--- config.mk ---
export PLATFORM = sky130hd
export DESIGN_NAME = grey_code_counter_flat
export DESIGN_NICKNAME = d
export VERILOG_FILES = /design/src/rtl/grey_code_counter_pkg.sv /design/src/rtl/grey_code_counter_if.sv /design/src/rtl/grey_code_counter_bin_to_grey_conv.sv /design/src/rtl/grey_code_counter.sv /design/src/flat_wrapper.sv
export SDC_FILE = /design/constraint.sdc
export NUM_CORES = 1
export LEC_CHECK = 0
export CELL_PAD_IN_SITES_DETAIL_PLACEMENT = 1
export CELL_PAD_IN_SITES_GLOBAL_PLACEMENT = 2
export CORE_UTILIZATION = 23
export CTS_CLUSTER_SIZE = 20
export DETAILED_ROUTE_END_ITERATION = 6
export PLACE_DENSITY_LB_ADDON = 0.12
export SETUP_SLACK_MARGIN = 0.02
export SYNTH_ARGS = -nofsm -noshare
export SYNTH_HDL_FRONTEND = slang
export SYNTH_SLANG_ARGS = --single-unit
--- constraint.sdc ---
create_clock -name clk -period 3.3 [get_ports clk]
set_input_delay 0.66 -clock clk [delete_from_list [all_inputs] [get_ports clk]]
set_output_delay 0.66 -clock clk [all_outputs]
set_load 0.1 [all_outputs]
--- src/rtl/grey_code_counter_pkg.sv ---
// Shared definitions for the Grey-code sequence source: state encoding and
// the binary-to-Grey mapping used by the design checker and the bench.
package grey_code_counter_pkg;

    localparam logic [0:0] ST_IDLE = 1'b0;
    localparam logic [0:0] ST_RUN  = 1'b1;

    // Wide enough for any practical count; callers keep the low n bits.
    function automatic logic [31:0] bin2grey(input logic [31:0] b);
        return b ^ (b >> 1);
    endfunction

endpackage

--- src/rtl/grey_code_counter_if.sv ---
// Control and stream bundle between the Grey-code source (master) and its
// controller/consumer (slave).
interface grey_code_counter_if #(
    parameter int n = 3
);
    logic         start;
    logic         stop;
    logic         single;
    logic         up_dn;
    logic         load;
    logic [n-1:0] load_bin;
    logic         ready;
    logic         valid;
    logic [n-1:0] grey;
    logic [n-1:0] bin;
    logic         wrap;

    modport master (
        input  start, stop, single, up_dn, load, load_bin, ready,
        output valid, grey, bin, wrap
    );

    modport slave (
        output start, stop, single, up_dn, load, load_bin, ready,
        input  valid, grey, bin, wrap
    );
endinterface

--- src/rtl/grey_code_counter_bin_to_grey_conv.sv ---
// Combinational n-bit binary to Grey conversion.
module bin_to_grey_conv #(
    parameter int n = 3
) (
    input  logic [n-1:0] bin,
    output logic [n-1:0] grey
);

    assign grey = bin ^ (bin >> 1);

endmodule

--- src/rtl/grey_code_counter.sv ---
// Grey-code sequence source: binary counter with registered Grey output,
// valid/ready handshake, up/down, load, single-pass mode and wrap pulse.
module grey_code_counter
    import grey_code_counter_pkg::*;
#(
    parameter int n = 3
) (
    input  logic                clk,
    input  logic                rst,
    grey_code_counter_if.master bus
);

    localparam logic [n-1:0] CNT_ZERO = {n{1'b0}};
    localparam logic [n-1:0] CNT_MAX  = {n{1'b1}};
    localparam logic [n-1:0] CNT_ONE  = n'(1'b1);

    logic [0:0]   state_r;
    logic [0:0]   state_nxt_s;
    logic [n-1:0] bin_r;
    logic [n-1:0] bin_nxt_s;
    logic [n-1:0] grey_r;
    logic [n-1:0] grey_nxt_s;
    logic         wrap_r;
    logic         wrap_nxt_s;
    logic         transfer_s;
    logic         advance_s;

    // The offered word is the registered state, so valid is simply RUN.
    assign transfer_s = (state_r == ST_RUN) & bus.ready;
    assign advance_s  = transfer_s & ~bus.load;

    // Next count: load beats advance, and only a counting step can wrap.
    always_comb begin
        bin_nxt_s  = bin_r;
        wrap_nxt_s = 1'b0;
        if (bus.load) begin
            bin_nxt_s = bus.load_bin;
        end else if (advance_s) begin
            if (bus.up_dn) begin
                bin_nxt_s  = bin_r + CNT_ONE;
                wrap_nxt_s = (bin_r == CNT_MAX);
            end else begin
                bin_nxt_s  = bin_r - CNT_ONE;
                wrap_nxt_s = (bin_r == CNT_ZERO);
            end
        end else begin
            bin_nxt_s = bin_r;
        end
    end

    // State: stop wins over everything, then single-pass wrap, then start.
    always_comb begin
        state_nxt_s = state_r;
        case (state_r)
            ST_IDLE: begin
                if (bus.start && !bus.stop) begin
                    state_nxt_s = ST_RUN;
                end else begin
                    state_nxt_s = ST_IDLE;
                end
            end
            ST_RUN: begin
                if (bus.stop) begin
                    state_nxt_s = ST_IDLE;
                end else if (bus.single && wrap_nxt_s) begin
                    state_nxt_s = ST_IDLE;
                end else begin
                    state_nxt_s = ST_RUN;
                end
            end
            default: begin
                state_nxt_s = ST_IDLE;
            end
        endcase
    end

    bin_to_grey_conv #(
        .n (n)
    ) u_conv (
        .bin  (bin_nxt_s),
        .grey (grey_nxt_s)
    );

    // Output and state registers; grey is encoded from the next count so it
    // always pairs with bin in the same cycle.
    always_ff @(posedge clk) begin
        if (rst) begin
            state_r <= ST_IDLE;
            bin_r   <= CNT_ZERO;
            grey_r  <= CNT_ZERO;
            wrap_r  <= 1'b0;
        end else begin
            state_r <= state_nxt_s;
            bin_r   <= bin_nxt_s;
            grey_r  <= grey_nxt_s;
            wrap_r  <= wrap_nxt_s;
        end
    end

    assign bus.valid = state_r;
    assign bus.bin   = bin_r;
    assign bus.grey  = grey_r;
    assign bus.wrap  = wrap_r;

endmodule

--- src/flat_wrapper.sv ---
// flat-port wrapper written by rule: the top's interface ports become plain ports
module grey_code_counter_flat import grey_code_counter_pkg::*;
#(
    parameter int n = 3
)
  (clk, rst, bus_start, bus_stop, bus_single, bus_up_dn, bus_load, bus_load_bin, bus_ready, bus_valid, bus_grey, bus_bin, bus_wrap);
  grey_code_counter_if #(.n(n)) bus_i ();
  input  logic clk;
  input  logic rst;
  input wire logic [$bits(bus_i.start)-1:0] bus_start;
  input wire logic [$bits(bus_i.stop)-1:0] bus_stop;
  input wire logic [$bits(bus_i.single)-1:0] bus_single;
  input wire logic [$bits(bus_i.up_dn)-1:0] bus_up_dn;
  input wire logic [$bits(bus_i.load)-1:0] bus_load;
  input wire logic [$bits(bus_i.load_bin)-1:0] bus_load_bin;
  input wire logic [$bits(bus_i.ready)-1:0] bus_ready;
  output wire logic [$bits(bus_i.valid)-1:0] bus_valid;
  output wire logic [$bits(bus_i.grey)-1:0] bus_grey;
  output wire logic [$bits(bus_i.bin)-1:0] bus_bin;
  output wire logic [$bits(bus_i.wrap)-1:0] bus_wrap;
  assign bus_i.start = bus_start;
  assign bus_i.stop = bus_stop;
  assign bus_i.single = bus_single;
  assign bus_i.up_dn = bus_up_dn;
  assign bus_i.load = bus_load;
  assign bus_i.load_bin = bus_load_bin;
  assign bus_i.ready = bus_ready;
  assign bus_valid = bus_i.valid;
  assign bus_grey = bus_i.grey;
  assign bus_bin = bus_i.bin;
  assign bus_wrap = bus_i.wrap;
  grey_code_counter #(.n(n)) u_core (.clk(clk), .rst(rst), .bus(bus_i));
endmodule
Word-level counts from Yosys, hierarchy flattened
Cells that the tools add are included.

Add/subtract/negate cells: 2. Equal/unequal tests: 1. Muxes and demuxes: 10. Bitwise gates (word level): 5. Reductions and logical operators: 4.

Operators by type and width (count): 3-bit two-way mux (3); 1-bit two-way mux (6); 3-bit by 1-bit adder with 3-bit output (second input constant) (1); 3-bit equality test (second input constant) (1); 3-bit logical NOT (1); 3-bit by 1-bit subtractor with 3-bit output (second input constant) (1); 3-bit by 2-bit bitwise XOR with 3-bit output (1); 1-bit bitwise AND (2); 1-bit logical AND (2); 1-bit inverter (2); 1-bit case mux with 2 select lines (1); 1-bit logical NOT (1).

Register bits after elaboration: 8. Input bits: 11. Output and inout bits: 8. Logic and storage cells: 26.

Longest topological paths before layout
Gate-level depths: netlist of the first run.

Depth in word-level cells: 8. Depth in mapped cells: 6. Mapped depth without buffers: 6.

Hierarchy
From an unflattened synthesis of the first run, not the netlist that was laid out.

Cells, all modules: 40. Area total of the unflattened synthesis: 382.9 um2.

Modules (own cells, without submodules): grey_code_counter (times used 1, cells an instance 37, area an instance 357.8 um2, seq. area each 160.2 um2); bin_to_grey_conv (times used 1, cells an instance 3, area an instance 25.0 um2, seq. area each 0.0 um2).

Worst setup path after synthesis of the first run
No wires, ideal clock.

Path kind: flip-flop to flip-flop. From: register u_core.bin_r[1] (netlist: u_core.bus.bin[1]). To: register u_core.grey_r[1] (netlist: u_core.bus.grey[1]). Setup time: 0.119 ns. Arrival time: 2.068 ns. Required time: 3.181 ns. Path slack: 1.113 ns. Stages on the path, launching flop included: 6. Buffers on the path: 0. Clock period less this slack: 2.187 ns. Cell sequence: dfxtp_1 > fa_1 > nand4b_1 > o311a_4 > or2_0 > mux2i_1.

Cells in the longest elaborated chain, start to end: 5. Elaborated cells on any way between the ends: 6. Classes of those cells: add/sub (2); mux (3); bitwise (1).

Ends and longest elaborated chain: from (decl) (line grey_code_counter.sv:19) `logic [n-1:0] bin_r;`; from (signal assigned) (line grey_code_counter.sv:94) `bin_r <= bin_nxt_s;`; 3-bit by 1-bit subtractor with 3-bit output or 3-bit by 1-bit adder with 3-bit output (tied branches) (line grey_code_counter.sv:43, grey_code_counter.sv:40); 3-bit two-way mux (line grey_code_counter.sv:39) `if (bus.up_dn) begin`; 3-bit two-way mux * (line grey_code_counter.sv:38) `end else if (advance_s) begin`; 3-bit two-way mux * (line grey_code_counter.sv:36) `if (bus.load) begin`; 3-bit by 2-bit bitwise XOR with 3-bit output * (line grey_code_counter_bin_to_grey_conv.sv:9) `assign grey = bin ^ (bin >> 1);`; to (signal assigned) (line grey_code_counter.sv:95) `grey_r <= grey_nxt_s;`; to (decl) (line grey_code_counter.sv:21) `logic [n-1:0] grey_r;`.

Every way passes the cells marked *; elsewhere a longest branch is shown, timed or not. A chain may end at the register's enable or synchronous reset.

Final worst setup path of the first run
From: input port bus_up_dn. To: register u_core.grey_r[1] (netlist: u_core.bus.grey[1]).

Cells in the longest elaborated chain, start to end: 4.

Ends and longest elaborated chain: from (decl) (line flat_wrapper.sv:13) `input wire logic [$bits(bus_i.up_dn)-1:0] bus_up_dn;`; 3-bit two-way mux (line grey_code_counter.sv:39); 3-bit two-way mux (line grey_code_counter.sv:38); 3-bit two-way mux (line grey_code_counter.sv:36); 3-bit by 2-bit bitwise XOR with 3-bit output (line grey_code_counter_bin_to_grey_conv.sv:9).

Every way passes these cells.

==> impl_metrics.toml, run 1 <==
[outcome]
status = "complete, no violations"

[yosys]
synth.top_cell.area_share = 0.345
synth-edff-count = 0
synthArstFlopShare = 0
synth_warnings = 0
synth_flop_cell = "dfxtp_1"
syn_area_um2 = 407
synth_area_leaders = "dfxtp_1, and4bb_2, o311a_4, fa_1, mux2i_1"
synth_seq_cells = 7
synth_seq_area_share = 0.345
avgSynthCellArea_um2 = 9.92
synthCells = 41
synth_top_area_cell = "dfxtp_1"
synth_most_common_cell = "dfxtp_1"
synth_nets = 53
synthTopCellsByCount = "dfxtp_1, inv_1, nand2_1, nor2_1"
yosysUniqueCellTypes = 24

[sta]
rsz0062_at_grt = "false"
max_slew_margin = 0.765
setup_viol = 0
fmax_mhz = 453
hold_viol_final = 0
finalSetupTns_ns = 0
finalCriticalPeriod_ns = 2.21
fin_crit_sh = 0.669
maxSlewViolCount = 0
worst_pin_slew_ns = 0.352
clock_skew_ns = 0.00413

[setup_path]
critPathLaunchType = "input pin"
reg2reg_to = "u_core.bus.grey[1]$_SDFF_PP0_"
crit_path_max_fanout = 4
regToRegSetupSlack_ns = 1.68
cp.arrival_ns = 2.38
path_cells = "clkdlybuf4s50_1 > inv_1 > fa_1 > nand4b_1 > o311a_4 > or2_0 > mux2i_1"
required_ns = 3.47
crit_family = "buffers and inverters"
rr_startpoint = "u_core.bus.bin[0]$_SDFF_PP0_"
worstSetupPathType = "in2reg"
reg2reg_depth = 5
slowest_delay_ns = 0.54
crit_buf_inv = 2
endpoint_kind = "flop"
cp_slowest_cell = "clkdlybuf4s50_1"

[route]
vias = 369
vias_per_cell = 4.79
first_iter_violations = 1
ant_nets = 0
wirelength_um = 995
wl_per_cell_um = 12.9
drcViolationCount = 0
firstDrtPassIters = 6

[hold_path]
hold_path_end = "u_core.bus.valid$_SDFF_PP0_"
holdPathStages = 2
hold_start = "u_core.bus.valid$_SDFF_PP0_"
hold_path_class = "reg2reg"

[grt]
grt_max_degree = 11
grt_pass1_wl_um = 1590
grt_pass1_vias = 355
grt-ovfl-total = 0
antenna_found_initial = 0
track_usage = 0.110

[cts]
cts_resized = 0
clk_latency_ns = 0.25
cts_buffer_depth = 2
path_clk_slew_ns = 0.05
ctsHtreeMaxLevel = 1
cts-root-buf = "clkbuf_4"
numCtsBuffers = 3
post-cts-setup-buffer-count = 0
clkSinkCount = 7
cts_tree = "built"
cts.hold.buffers_added = 0

[place]
dpl_cell_area_um2 = 572
place_hpwl_um = 815
gp_congestion = 0.680
port_buffers = 18

[power]
vdd_drop_max_mv = 0.235
p_per_area_nw_per_um2 = 454
p_leak_nw = 0.252

[finish]
area_growth_pct = 47.1
nets = 74
antennaDiodeCount = 0
finalInstanceArea_um2 = 598
final.fill_count = 189
drive_above_1_share = 0.279

[floorplan]
die_area_um2 = 1940
core_um2 = 1580
die_h_um = 44.0
num_io_pins = 19
start_util = 0.258
fp-row-count = 14
die_x_um = 44.0

[job]
maxCapViolations = 0
layout by cell type, fill, tap and decap left out, types with 2 or more instances in the layout:
cell	Yosys	routed
and4bb_2	2	2
buf_4	2	8
clkbuf_4	0	3
clkdlybuf4s50_1	0	10
dfxtp_1	7	7
inv_1	3	3
mux2i_1	2	2
nand2_1	3	3
nor2_1	3	3
nor2b_1	2	2
xnor2_1	2	2
kinds of logic after synthesis:
group / share of synthesized area
adder cells (fa/ha/maj): 0.0492
buffers and inverters: 0.0646
AO/OA/AOI/OAI: 0.148
AND/OR/NAND/NOR: 0.302
XOR/XNOR: 0.0431
multiplexers: 0.0492
flip-flops: 0.345
worst max path at each step:
| stage | start | end | slack [ns] | cells past startpoint |
|---|---|---|---|---|
| 5_1_grt | bus_up_dn | u_core.bus.grey[1]$_SDFF_PP0_ | 0.97 | 7 |
| 3_5_place_dp | bus_up_dn | u_core.bus.grey[1]$_SDFF_PP0_ | 0.83 | 7 |
| 2_1_floorplan | u_core.bus.bin[1]$_SDFF_PP0_ | u_core.bus.grey[1]$_SDFF_PP0_ | 1.11 | 5 |
| 6_report | bus_up_dn | u_core.bus.grey[1]$_SDFF_PP0_ | 1.09 | 7 |
| 4_1_cts | bus_up_dn | u_core.bus.grey[1]$_SDFF_PP0_ | 1.09 | 7 |
| 3_3_place_gp | bus_up_dn | u_core.bus.grey[1]$_SDFF_PP0_ | 0.89 | 7 |
power breakdown:
group | total (mW) | leakage (nW) | internal (mW) | switching (mW)
sequential | 0.0961 | 0.0577 | 0.0905 | 0.00561
combinational | 0.0998 | 0.179 | 0.0327 | 0.0671
clock | 0.0759 | 0.0150 | 0.0460 | 0.0298
registers in the layout, indices dropped and copies added, names as in the netlist:
signal / flops
u_core.bus.wrap: 1
u_core.bus.bin: 2
u_core.bus.valid: 1
u_core.bus.grey: 3
tightest hold or removal path, stage by stage (launching register included):
cell and delay [ns]:
dfxtp_1 0.36, o21ai_0 0.17, a31oi_1 0.05
layer usage:
layer	routed length, um	up-vias	global-route usage
met5	0	-	0
met1	473	175	0.139
li1	-	185	-
met2	479	9	0.185
met3	42	0	0.0122
met4	0	0	0.0545
area by class of cell:
cell class,count,area [um2],share of cell area
Clock buffer,4,26.3,0.0439
Multi-Input combinational cell,29,240,0.402
Timing Repair Buffer,18,160,0.268
Inverter,3,11.3,0.0188
Sequential cell,7,140,0.234
Tap cell,16,20.0,0.0335
per-stage QoR:
stage | hold slack (ns) | total power [mW] | std cells | util | setup WS, ns
after detailed placement | 0.602 | 0.198 | 73 | 0.363 | 0.834
final | 0.621 | 0.272 | 77 | 0.379 | 1.09
after CTS | 0.615 | 0.276 | 77 | 0.379 | 1.09
after global placement | 0.593 | 0.196 | 73 | 0.363 | 0.895
after floorplan | 0.730 | 0.170 | 41 | - | 1.11
after global routing | 0.680 | 0.287 | 77 | 0.379 | 0.971
(Power assumes the default switching activity.)
==> inputs of run 2 (changes only) <==
--- a/config.mk
+++ b/config.mk
@@ -7,7 +7,7 @@
 export LEC_CHECK = 0
 export CELL_PAD_IN_SITES_DETAIL_PLACEMENT = 1
 export CELL_PAD_IN_SITES_GLOBAL_PLACEMENT = 2
-export CORE_UTILIZATION = 23
+export CORE_UTILIZATION = 19
 export CTS_CLUSTER_SIZE = 20
 export DETAILED_ROUTE_END_ITERATION = 6
 export PLACE_DENSITY_LB_ADDON = 0.12
==> constraint.sdc (replaced) <==
create_clock -name clk -period 1.9 [get_ports clk]
set_input_delay 0.38 -clock clk [delete_from_list [all_inputs] [get_ports clk]]
set_output_delay 0.38 -clock clk [all_outputs]
set_load 0.1 [all_outputs]
==> impl_metrics.toml, run 2 (synthesis gave the netlist of run 1 again) <==
[finish]
final_core_util = 0.362
drive_above_1_share = 0.369
multi_input_area_um2 = 248
final_cell_mix = "clkdlybuf4s50_1, buf_4, buf_12, dfxtp_1"
antennaDiodeCount = 0
final_common_cell = "clkdlybuf4s50_1"
nets = 78
finalInstanceArea_um2 = 717
seq_area_um2 = 143
final.fill_count = 229
largest_register_ffs = 3
area_growth_pct = 76.3

[floorplan]
start_util = 0.205
core_um2 = 1980
die_h_um = 48.3
die_area_um2 = 2330
fp-row-count = 16
die_x_um = 48.3
num_io_pins = 19

[route]
first_iter_violations = 1
vias = 390
ant_nets = 0
firstDrtPassIters = 2
vias_per_cell = 4.24
wirelength_um = 1030
wl_per_cell_um = 11.2
drcViolationCount = 0

[setup_path]
path_cells = "fa_1 > nand4b_1 > o311a_4 > or2_1 > mux2i_1"
endpoint_kind = "flop"
slowest_delay_ns = 0.54
cp_slowest_cell = "fa_1"
crit_path_max_fanout = 6
cp.arrival_ns = 1.80
critPathLaunchType = "flop"
worstSetupPathType = "reg2reg"
required_ns = 2.08

[cts]
clkSinkCount = 7
clk_latency_ns = 0.25
cts-root-buf = "clkbuf_4"
ctsHtreeMaxLevel = 1
cts_tree = "built"
path_clk_slew_ns = 0.05
cts_buffer_depth = 2
cts.hold.buffers_added = 0
numCtsBuffers = 3

[grt]
antenna_found_initial = 0
grt_max_degree = 8
grt-ovfl-total = 0
track_usage = 0.111
grt_pass1_wl_um = 1690
grt_pass1_vias = 382

[sta]
rsz0062_at_grt = "false"
hold_viol_final = 0
finalCriticalPeriod_ns = 1.62
final.setup.worst_slack_ns = 0.280
fin_crit_sh = 0.852
fmax_mhz = 617
worst_pin_slew_ns = 0.309
maxSlewViolCount = 0
max_slew_margin = 0.794
clock_skew_ns = 0.00254
finalSetupTns_ns = 0
setup_viol = 0

[power]
comb_power_share = 0.394
vdd_drop_max_mv = 0.563
internal_power_mw = 0.319
p_sw_mw = 0.187
swShare = 0.370
p_per_area_nw_per_um2 = 706
p_leak_nw = 0.302
p_clk_frac = 0.268
seqPwrFrac = 0.338
total_power_mw = 0.506

[job]
maxCapViolations = 0

[outcome]
status = "complete, no violations"

[place]
place_hpwl_um = 833
port_buffers = 18
post-place-ws_ns = -0.210
gp_congestion = 0.687
dpl_cell_area_um2 = 681

[hold_path]
hold_path_class = "reg2reg"
run 2: final timing paths:
kind,start,endpoint,slack (ns),cells after the start
setup / recovery,u_core.bus.bin[0]$_SDFF_PP0_,u_core.bus.grey[1]$_SDFF_PP0_,0.28,5
hold / removal,u_core.bus.valid$_SDFF_PP0_,u_core.bus.valid$_SDFF_PP0_,0.65,2
setup reg to reg,u_core.bus.bin[0]$_SDFF_PP0_,u_core.bus.grey[1]$_SDFF_PP0_,0.28,5
hold reg to reg,u_core.bus.valid$_SDFF_PP0_,u_core.bus.valid$_SDFF_PP0_,0.65,2
run 2: layer usage:
layer | global-route usage | vias up | share of wire | wire length [um]
met2 | 0.165 | 12 | 0.48 | 493
met1 | 0.139 | 187 | 0.47 | 483
met3 | 0.0556 | 0 | 0.051 | 53
met4 | 0.0333 | 0 | 0 | 0
li1 | - | 191 | - | -
met5 | 0 | - | 0 | 0
run 2: stage by stage:
step                      hold slack (ns)  instances
after CTS                           0.651         92
after global placement              0.637         88
after global routing                0.681         92
after floorplan                     0.445         41
after detailed placement            0.641         88
final                               0.648         92
run 2: timing repair:
action | CTS | global route
setup buffers | 0 | 0
gates resized for setup | 0 | 3
hold endpoints to repair | 0 | 0
endpoints found under the setup margin | 0 | 2
run 2: power groups by stage:
stage	sequential [mW]	combinational, mW	clock [mW]
6_report	0.171	0.200	0.136
5_1_grt	0.173	0.211	0.157
4_1_cts	0.172	0.200	0.139
3_5_place_dp	0.175	0.199	0
3_3_place_gp	0.175	0.199	0
2_1_floorplan	0.241	0.0553	0
run 2: critical path: cells and delay by family (launching register included):
kind,cells,cell delay [ns]
AO/OA/AOI/OAI,1,0.16
adder cells (fa/ha/maj),1,0.54
flip-flops,1,0.36
multiplexers,1,0.13
AND/OR/NAND/NOR,2,0.37
run 2: final cells by class:
| cell class | instances | share of cell area |
|---|---|---|
| Clock buffer | 4 | 0.0366 |
| Inverter | 3 | 0.0157 |
| Multi-Input combinational cell | 29 | 0.346 |
| Sequential cell | 7 | 0.199 |
| Tap cell | 27 | 0.0471 |
| Timing Repair Buffer | 22 | 0.356 |
==> inputs of run 3 (changes only) <==
--- a/config.mk
+++ b/config.mk
@@ -10,7 +10,9 @@
 export CORE_UTILIZATION = 19
 export CTS_CLUSTER_SIZE = 20
 export DETAILED_ROUTE_END_ITERATION = 6
+export GPL_TIMING_DRIVEN = 0
 export PLACE_DENSITY_LB_ADDON = 0.12
+export REMOVE_ABC_BUFFERS = 1
 export SETUP_SLACK_MARGIN = 0.02
 export SYNTH_ARGS = -nofsm -noshare
 export SYNTH_HDL_FRONTEND = slang
==> impl_metrics.toml, run 3 (synthesis gave the netlist of run 1 again) <==
[outcome]
status = "complete, no violations"

[sta]
worst_pin_slew_ns = 0.961
setup_viol = 0
final.setup.worst_slack_ns = 0.113
clock_skew_ns = 0.00177
fmax_mhz = 560
finalSetupTns_ns = 0
hold_ws_ns = 0.602
hold_viol_final = 0
rsz0062_at_grt = "false"
finalCriticalPeriod_ns = 1.79
maxSlewViolCount = 0
fin_crit_sh = 0.940
max_slew_margin = 0.362

[route]
drt-met1-wl_um = 461
wl_met3_um = 55
top_layer_used = "met4"
first_iter_violations = 2
firstDrtPassIters = 2
vias_per_cell = 4.19
ant_nets = 0
wirelength_um = 1000
drcViolationCount = 0
wl_met2_um = 443
wl_per_cell_um = 11.4
vias = 369

[cts]
numCtsBuffers = 3
cts_buffer_depth = 2
ctsHtreeMaxLevel = 1
cts_tree = "built"
clkSinkCount = 7
cts.hold.buffers_added = 0
cts-root-buf = "clkbuf_4"
path_clk_slew_ns = 0.05
clk_latency_ns = 0.25

[setup_path]
slowest_delay_ns = 0.85
reg2reg_depth = 5
cp.arrival_ns = 1.41
crit_buf_inv = 1
cp_slowest_cell = "dlygate4sd2_1"
rr_startpoint = "u_core.bus.bin[0]$_SDFF_PP0_"
regToRegSetupSlack_ns = 0.30
crit_path_max_fanout = 1
required_ns = 1.52
critPathLaunchType = "flop"
path_cells = "dlygate4sd2_1"
reg2reg_to = "u_core.bus.grey[1]$_SDFF_PP0_"
endpoint_kind = "output pin"
endpoint = "bus_grey[1]"
crit_family = "buffers and inverters"
worstSetupPathType = "reg2out"
critPathLaunch = "u_core.bus.grey[1]$_SDFF_PP0_"
path_depth = 1

[finish]
multi_input_area_um2 = 240
final_common_cell = "clkdlybuf4s50_1"
final_cell_mix = "clkdlybuf4s50_1, dfxtp_1, clkdlybuf4s15_2"
seq_area_um2 = 140
largest_register_ffs = 3
final.fill_count = 230
drive_above_1_share = 0.230
antennaDiodeCount = 0
stdcell_count = 88
nets = 74
area_growth_pct = 55.7

[grt]
grt-ovfl-total = 0
track_usage = 0.117
grt_pass1_wl_um = 1680
antenna_found_initial = 0
grt_pass1_vias = 362
grt_max_degree = 11

[power]
total_power_mw = 0.474
p_per_area_nw_per_um2 = 748
p_leak_nw = 0.253
vdd_drop_max_mv = 0.394

[floorplan]
fp-row-count = 16
die_x_um = 48.3
start_util = 0.205
die_area_um2 = 2330
die_h_um = 48.3
core_um2 = 1980
num_io_pins = 19

[place]
gp_congestion = 0.626
post-place-ws_ns = -0.256
place_hpwl_um = 782
dp_cells = 84
port_buffers = 18

[job]
maxCapViolations = 0

[hold_path]
hold_path_class = "reg2reg"
-- run 3: repair_timing --
item	4_1_cts	5_1_grt
setup endpoints to repair	9	0
resized for setup	19	0
endpoints found under the hold margin	0	0
buffers inserted	0	0
-- run 3: how the worst min path moves through the flow --
| stage | from | end | slack (ns) | depth (start not counted) |
|---|---|---|---|---|
| 2_1_floorplan | rst | u_core.bus.wrap$_SDFF_PP0_ | 0.45 | 1 |
| 6_report | u_core.bus.valid$_SDFF_PP0_ | u_core.bus.valid$_SDFF_PP0_ | 0.60 | 2 |
| 3_3_place_gp | u_core.bus.valid$_SDFF_PP0_ | u_core.bus.valid$_SDFF_PP0_ | 0.60 | 2 |
| 4_1_cts | u_core.bus.valid$_SDFF_PP0_ | u_core.bus.valid$_SDFF_PP0_ | 0.61 | 2 |
| 5_1_grt | u_core.bus.valid$_SDFF_PP0_ | u_core.bus.valid$_SDFF_PP0_ | 0.68 | 2 |
| 3_5_place_dp | u_core.bus.valid$_SDFF_PP0_ | u_core.bus.valid$_SDFF_PP0_ | 0.61 | 2 |
-- run 3: final cells by class --
cell class | instances | area share
tap | 27 | 0.0534
timing repair buffer | 18 | 0.287
multi-input combinational | 29 | 0.379
inverter | 3 | 0.0178
sequential | 7 | 0.221
clock buffer | 4 | 0.0415
-- run 3: report_power, final --
| group | total [mW] | switching (mW) | internal, mW |
|---|---|---|---|
| Sequential | 0.166 | 0.00897 | 0.157 |
| Combinational | 0.171 | 0.116 | 0.0548 |
| Clock | 0.137 | 0.0564 | 0.0802 |
| Total | 0.474 | 0.182 | 0.292 |
-- run 3: per-stage QoR --
step,util,cell area [um2]
6_report,0.319,633
3_3_place_gp,0.306,606
2_1_floorplan,-,392
4_1_cts,0.319,633
3_5_place_dp,0.306,606
5_1_grt,0.319,633
-- run 3: metal layers --
| metal | GRT usage | vias to the layer above |
|---|---|---|
| met4 | 0.117 | 0 |
| met5 | 0 | - |
| li1 | - | 182 |
| met1 | 0.136 | 169 |
| met2 | 0.157 | 13 |
| met3 | 0.0444 | 5 |
